**src/rtl/audio_decim_fifo.sv**
```systemverilog
// Decimating front end for the PDM mic path. It averages R = 2^DECIM_LOG2 samples (floor of the
// mean) and queues each result in a circular FIFO, with sticky overflow and peak-level monitors.
module audio_decim_fifo #(
    parameter int unsigned SAMPLE_DEPTH = 16,
    parameter int unsigned DECIM_LOG2   = 2,
    parameter int unsigned FIFO_LOG2    = 4
) (
    input  logic                           clk,
    input  logic                           rst,
    input  logic                           in_valid,
    input  logic signed [SAMPLE_DEPTH-1:0] in_sample,
    input  logic                           rd_en,
    output logic signed [SAMPLE_DEPTH-1:0] rd_data,
    output logic                           rd_valid,
    output logic                           empty,
    output logic                           full,
    output logic [FIFO_LOG2:0]             count,
    output logic                           overflow,
    output logic [SAMPLE_DEPTH-2:0]        peak,
    input  logic                           flags_clr
);

    localparam int unsigned ACC_W = SAMPLE_DEPTH + DECIM_LOG2;
    // A zero-width phase is not legal, so pass-through mode keeps one bit pinned at 0.
    localparam int unsigned PH_W  = (DECIM_LOG2 > 0) ? DECIM_LOG2 : 1;
    localparam int unsigned DEPTH = 1 << FIFO_LOG2;

    localparam logic [PH_W-1:0]      PHASE_LAST = PH_W'((1 << DECIM_LOG2) - 1);
    localparam logic [FIFO_LOG2:0]   COUNT_FULL = (FIFO_LOG2 + 1)'(DEPTH);
    localparam logic [SAMPLE_DEPTH-2:0] ABS_MAX = '1;

    // Decimator state
    logic signed [ACC_W-1:0]        acc;
    logic [PH_W-1:0]                phase;
    logic                           pend_valid;
    logic signed [SAMPLE_DEPTH-1:0] pend_data;

    // FIFO state
    logic [SAMPLE_DEPTH-1:0] mem [DEPTH];
    logic [FIFO_LOG2-1:0]    wr_ptr;
    logic [FIFO_LOG2-1:0]    rd_ptr;

    logic signed [ACC_W-1:0]        acc_sum;
    logic signed [ACC_W-1:0]        dec_wide;
    logic signed [SAMPLE_DEPTH-1:0] dec_value;
    logic                           phase_last;
    logic                           push;
    logic                           pop;
    logic [SAMPLE_DEPTH-1:0]        neg_data;
    logic [SAMPLE_DEPTH-2:0]        wr_abs;

    always_comb begin
        acc_sum    = acc + ACC_W'(in_sample);
        dec_wide   = acc_sum >>> DECIM_LOG2;
        dec_value  = dec_wide[SAMPLE_DEPTH-1:0];
        phase_last = (phase == PHASE_LAST);
    end

    always_ff @(posedge clk or posedge rst) begin
        if (rst) begin
            acc        <= '0;
            phase      <= '0;
            pend_valid <= 1'b0;
            pend_data  <= '0;
        end else begin
            pend_valid <= 1'b0;
            if (in_valid) begin
                if (phase_last) begin
                    acc        <= '0;
                    phase      <= '0;
                    pend_valid <= 1'b1;
                    pend_data  <= dec_value;
                end else begin
                    acc   <= acc_sum;
                    phase <= phase + 1'b1;
                end
            end
        end
    end

    // Absolute value of the pending write; the most negative code saturates.
    always_comb begin
        neg_data = -pend_data;
        wr_abs   = pend_data[SAMPLE_DEPTH-2:0];
        if (pend_data[SAMPLE_DEPTH-1]) begin
            if (pend_data[SAMPLE_DEPTH-2:0] == '0) begin
                wr_abs = ABS_MAX;
            end else begin
                wr_abs = neg_data[SAMPLE_DEPTH-2:0];
            end
        end
    end

    always_comb begin
        empty = (count == '0);
        full  = (count == COUNT_FULL);
        pop   = rd_en && !empty;
        // A same-cycle pop frees the slot, so a write into a full FIFO still lands.
        push  = pend_valid && (!full || pop);
    end

    always_ff @(posedge clk) begin
        if (push) begin
            mem[wr_ptr] <= pend_data;
        end
    end

    always_ff @(posedge clk or posedge rst) begin
        if (rst) begin
            wr_ptr   <= '0;
            rd_ptr   <= '0;
            count    <= '0;
            rd_data  <= '0;
            rd_valid <= 1'b0;
        end else begin
            rd_valid <= pop;
            if (push) begin
                wr_ptr <= wr_ptr + 1'b1;
            end
            if (pop) begin
                rd_ptr  <= rd_ptr + 1'b1;
                rd_data <= mem[rd_ptr];
            end
            case ({push, pop})
                2'b10:   count <= count + 1'b1;
                2'b01:   count <= count - 1'b1;
                default: count <= count;
            endcase
        end
    end

    always_ff @(posedge clk or posedge rst) begin
        if (rst) begin
            overflow <= 1'b0;
            peak     <= '0;
        end else if (flags_clr) begin
            overflow <= 1'b0;
            peak     <= pend_valid ? wr_abs : '0;
        end else begin
            if (pend_valid && !push) begin
                overflow <= 1'b1;
            end
            if (pend_valid && (wr_abs > peak)) begin
                peak <= wr_abs;
            end
        end
    end

endmodule

```
**config.mk**
```make
export PLATFORM = sky130hd
export DESIGN_NAME = audio_decim_fifo
export DESIGN_NICKNAME = d
export VERILOG_FILES = /design/src/rtl/audio_decim_fifo.sv
export SDC_FILE = /design/constraint.sdc
export NUM_CORES = 1
export LEC_CHECK = 0
export CORE_AREA = 2 2 166 168
export CTS_CLUSTER_DIAMETER = 40
export DETAILED_ROUTE_END_ITERATION = 16
export DIE_AREA = 0 0 168 170
export PLACE_DENSITY = 0.73
export SYNTH_ARGS = -nofsm -noshare
export SYNTH_HDL_FRONTEND = slang
export SYNTH_SLANG_ARGS = --single-unit
```
**constraint.sdc**
```tcl
create_clock -name clk -period 4.3 [get_ports clk]
set_clock_uncertainty 0.2 [all_clocks]
set_input_delay 0.645 -clock clk [delete_from_list [all_inputs] [get_ports clk]]
set_output_delay 0.645 -clock clk [all_outputs]
set_load 0.05 [all_outputs]
```
### Word level (Yosys, flattened, before mapping)

Memories as Yosys holds them, arrays and structs flattened. A register that Yosys moved wholly into a read port is not among the register bits.
Cells that the tools add are included.

* memories kept: 1
* input port bits: 21
* bits in writable memories: 256
* output and inout bits: 40
* register bits after elaboration: 67

* multiplexer cells: 14
* order comparisons: 1
* reduce and logical (&&, ||, !) cells: 14
* add/subtract/negate cells: 7
* eq/ne operators: 4

Memories
* mem: depth 16, width 16, read ports 1, clocked after Yosys merged registers in 1, wr ports 1, line 39 `logic [SAMPLE_DEPTH-1:0] mem [DEPTH];`

Operators by type and width (number)
* $mux 15: 5
* $add 18x16->18: 1
* $mux 18: 1
* $gt 15x15->1: 1
* $logic_not 15->1: 1
* $neg 15->15: 1
* $pmux 5 s2: 1
* $add 4x1->4 const B: 2
* $mux 1: 6
* $reduce_bool 2->1: 3
* $add 5x1->5 const B: 1
* $eq 5x5->1 const B: 1
* $logic_not 5->1: 1
* $sub 5x1->5 const B: 1
* $eq 2x2->1 const B: 2
* $logic_and 1x1->1: 4
* $logic_not 1->1: 3
* $add 2x1->2 const B: 1
* $eq 2x1->1 const B: 1
* $mux 2: 1
* $reduce_and 2->1: 1
* $logic_or 1x1->1: 1

### Depth between registers and ports, before layout

* depth in word-level cells: 9
* mapped depth: 17
* mapped depth without buffers: 14

### Worst setup path after synthesis

No wires, ideal clock.

* path type: register -> register
* from: register pend_data[9]
* to: register peak[1]
* library setup time: 0.130 ns
* arrival time: 3.458 ns
* cell stages (with the launch flop): 17
* setup slack: 0.512 ns
* clock period less this slack: 3.788 ns
* cell sequence: dfrtp_1 -> or4_4 -> or2_4 -> or3_1 -> buf_6 -> nand3_1 -> o21a_2 -> ha_1 -> a21o_1 -> a21oi_1 -> nor2b_1 -> nor4b_1 -> a21oi_1 -> buf_2 -> clkbuf_1 -> nand3_1 -> o21ai_0

* longest elaborated chain between the ends: 6
* elaborated cells on any way between the ends: 10

RTL lines
* start: declaration: line 36 `logic signed [SAMPLE_DEPTH-1:0] pend_data;`
* start signal: assignment: line 72 `pend_data <= dec_value;`
* $neg 15->15 or $logic_not 15->1 (tied branches): line 83, 86
* $mux 15: line 86 `if (pend_data[SAMPLE_DEPTH-2:0] == '0) begin`
* $mux 15 (*): line 85 `if (pend_data[SAMPLE_DEPTH-1]) begin`
* $gt 15x15->1: line 143 `if (pend_valid && (wr_abs > peak)) begin`
* $logic_and 1x1->1: line 143
* $reduce_bool 2->1 (no source line)
* end signal: assignment: line 138 `peak <= pend_valid ? wr_abs : '0;`
* end signal: assignment: line 144 `peak <= wr_abs;`
* end: declaration: line 19 `output logic [SAMPLE_DEPTH-2:0] peak,`

Mark *: on every way between the ends. The rest lies on a longest branch, timed or not. The select of a mux whose other input is x is not followed.
A chain may end at the register's enable or synchronous reset.

### Worst setup path in the final report

* from: register pend_data[9]
* to: register peak[0]

Same word-level chain as after synthesis.

==> results.py <==
metrics = {
    "layout": {
        "layout_commonest_cell": "edfxtp_1",
        "layout-drive-gt1-share_pct": 22.64,
        "final_util_pct": 64.24,
        "final_cells": 1357,
        "final_cell_mix": "edfxtp_1, dfrtp_1, mux4_2, clkdlybuf4s50_1, nand2_1",
        "fill_cells": 1818,
        "multi_input_area_um2": 4434,
        "areaGrowthSynthToFinish_pct": 17.91,
        "n_antenna_cell": 0,
        "seq_area_um2": 9769,
        "fin_nets": 1048,
    },
    "clocking": {
        "htree_levels": 2,
        "clock_path_buffers": 3,
        "cts_tree": "yes",
        "hold_buffers": 0,
        "root_buffer": "clkbuf_16",
        "clk_latency_ns": 0.53,
        "clock_sinks": 339,
        "clkTransAtPathRegs_ns": 0.05,
        "cts_buffers": 43,
        "post_cts_buffers": 0,
    },
    "placed_design": {
        "gp_congestion": 0.7942,
        "port_buffers": 60,
        "place_inst": 1279,
        "dp_hpwl_mm": 18.07,
        "place_ws_ns": 0.2090,
    },
    "synth": {
        "ys_warn_count": 0,
        "yosysUniqueCellTypes": 59,
        "synthCells": 875,
        "synthFlopType": "edfxtp_1",
        "ys_seq_elements": 339,
        "yosysTopAreaCell": "edfxtp_1",
        "synth_top_area_share_pct": 52.94,
        "synth_edf_count": 256,
        "syn_area_um2": 14520,
        "syn_nets": 940,
        "async_reset_ff_share_pct": 24.48,
        "ys_top_cells_by_area": "edfxtp_1, dfrtp_1, mux4_2, ha_1, mux2_2",
        "synth_area_per_cell_um2": 16.59,
        "yosysSeqAreaShare_pct": 67.25,
    },
    "detailed_routing": {
        "wl_per_cell_um": 22.70,
        "drtIter0Drc": 697,
        "vias": 7979,
        "drc": 0,
        "viasPerCell": 5.880,
        "drt-pass1-iter-count": 5,
        "routed_wl_mm": 30.81,
        "antenna_left": 0,
    },
    "grt": {
        "grt_max_degree": 68,
        "track_usage_pct": 22.55,
        "first_global_vias": 8371,
        "antenna_found_initial": 0,
        "grt_overflow": 0,
        "grt_pass1_wl_mm": 48.42,
    },
    "critical_path": {
        "reg2reg_depth": 12,
        "cp.arrival_ns": 4.21,
        "worstSetupEndpointType": "flip-flop",
        "r2r_setup_slack_ns": 0.30,
        "slowest_stage": "or4_4",
        "cpPeakStageDelay_ns": 0.53,
        "timing.rr.start": "pend_data[9]",
        "start_kind": "flip-flop",
        "cp.required_ns": 4.51,
        "path_delay_family": "simple AND/OR/NAND/NOR gates",
        "r2r_end": "peak[0]",
        "critical_path_buf_inv_count": 0,
        "cp_cell_sequence": "or4_4, or2_4, or3_1, nand3_1, o21a_2, ha_1, a21o_1, a21oi_1, nor2b_1, nor4b_1, a21oi_4, mux2_2",
        "cp_max_fo": 29,
        "path_class": "reg -> reg",
    },
    "min_path": {
        "hold_depth": 1,
        "hold_class": "reg -> reg",
        "min_from": "phase[0]",
        "min_to": "phase[0]",
    },
    "sta": {
        "max_freq_ghz": 0.2500,
        "post-route-worst-setup-slack_ns": 0.2992,
        "hold_viol_final": 0,
        "setup-tns-final_ns": 0,
        "slew_headroom_pct": 28.42,
        "maxSlewViolCount": 0,
        "finalCriticalPeriod_ns": 4.001,
        "post-route-period-util_pct": 93.04,
        "rsz0062_at_grt": "no",
        "finalSetupViolCount": 0,
        "worst_pin_slew_ns": 1.074,
    },
    "floorplan": {
        "die_width_um": 168,
        "die_y_um": 170,
        "start_util_pct": 54.48,
        "num_rows": 60,
        "io_pins": 61,
        "die-area_um2": 28560,
        "core_area_um2": 26650,
    },
    "status": {
        "status": "finished, final reports clean",
    },
    "pwr": {
        "cellLeakagePower_nw": 6.276,
        "peakVddDrop_mv": 0.5090,
        "power_density_nw_per_um2": 764.1,
    },
    "run": {
        "cap_violations": 0,
    },
}
-- through the flow --
stage	instance area [µm²]	hold slack, ns	total power, mW
floorplan	14520	0.2573	8.271
global placement	15750	0.2654	9.636
detailed placement	15750	0.2769	9.716
CTS	17110	0.2837	13.17
global route	17120	0.3095	13.79
finish	17120	0.2820	13.08
-- kinds of logic (layout without fill, tap and decap cells) --
| group | after synthesis | count (layout) | synth area share (%) |
|---|---|---|---|
| buffers and inverters | 89 | 230 | 2.456 |
| flip-flops | 339 | 339 | 67.25 |
| multiplexers | 104 | 104 | 14.24 |
| AO/OA/AOI/OAI | 122 | 122 | 5.291 |
| adder cells (fa/ha/maj) | 44 | 44 | 3.895 |
| XOR/XNOR | 34 | 34 | 2.146 |
| AND/OR/NAND/NOR | 143 | 143 | 4.722 |
-- worst max path at each step --
stage                            start      end  slack [ns]  depth (start not counted)
final                     pend_data[9]  peak[0]        0.30                         12
after floorplan           pend_data[9]  peak[1]        0.51                         16
after CTS                 pend_data[9]  peak[0]        0.18                         11
after detailed placement  pend_data[9]  peak[0]        0.21                         11
after global routing      pend_data[5]  peak[6]        0.08                         13
after global placement    pend_data[9]  peak[0]        0.26                         11
-- timing repair --
| action | 4_1_cts | 5_1_grt |
|---|---|---|
| endpoints found under the setup margin | 0 | 15 |
| resized for setup | 0 | 1 |
| hold endpoints to repair | 0 | 0 |
-- sequential cells by signal, summed over array words and instances (netlist names) --
signal	cells
overflow	1
pend_valid	1
count	5
mem	256
rd_data	16
acc	18
rd_ptr	4
peak	15
wr_ptr	4
phase	2
rd_valid	1
pend_data	16
-- layout make-up --
type,instances,share of cell area (%)
Clock inverter,27,1.279
Clock buffer,51,6.709
Timing Repair Buffer,100,5.408
Tap cell,341,2.492
Multi-Input combinational cell,447,25.90
Sequential cell,339,57.06
Inverter,52,1.155
-- power breakdown --
part | switching (mW) | internal, mW
Sequential | 0.456 | 4.29
Combinational | 2.78 | 2.16
Clock | 1.40 | 2.01
Total | 4.63 | 8.45
-- synthesized netlist by cell type (3+ instances only) --
master    number
mux4_2        80
o31ai_1        6
buf_1          4
o22ai_1       15
dfrtp_1       83
ha_1          42
clkbuf_1      22
o21ai_0       36
xor2_1        16
xnor2_1       17
nand3_1       17
inv_1         52
o211ai_1       3
mux2_2        21
nand2b_1       8
nor2b_1        6
a21o_1        13
nand4_1        8
nand2_1       54
mux2i_1        3
edfxtp_1     256
a21oi_1       25
buf_2          9
nor2_1        27
o21a_1         4
nor3_1         9
-- per-layer routing --
metal | part of all wire (%) | global-route usage [%] | up-vias
met5 | 0 | 0 | -
met4 | 2.0 | 6.919 | 0
met2 | 50 | 37.96 | 232
li1 | - | - | 3613
met3 | 4.9 | 3.535 | 51
met1 | 43 | 30.78 | 4083
Note: power is estimated with default switching activity, not from simulation.
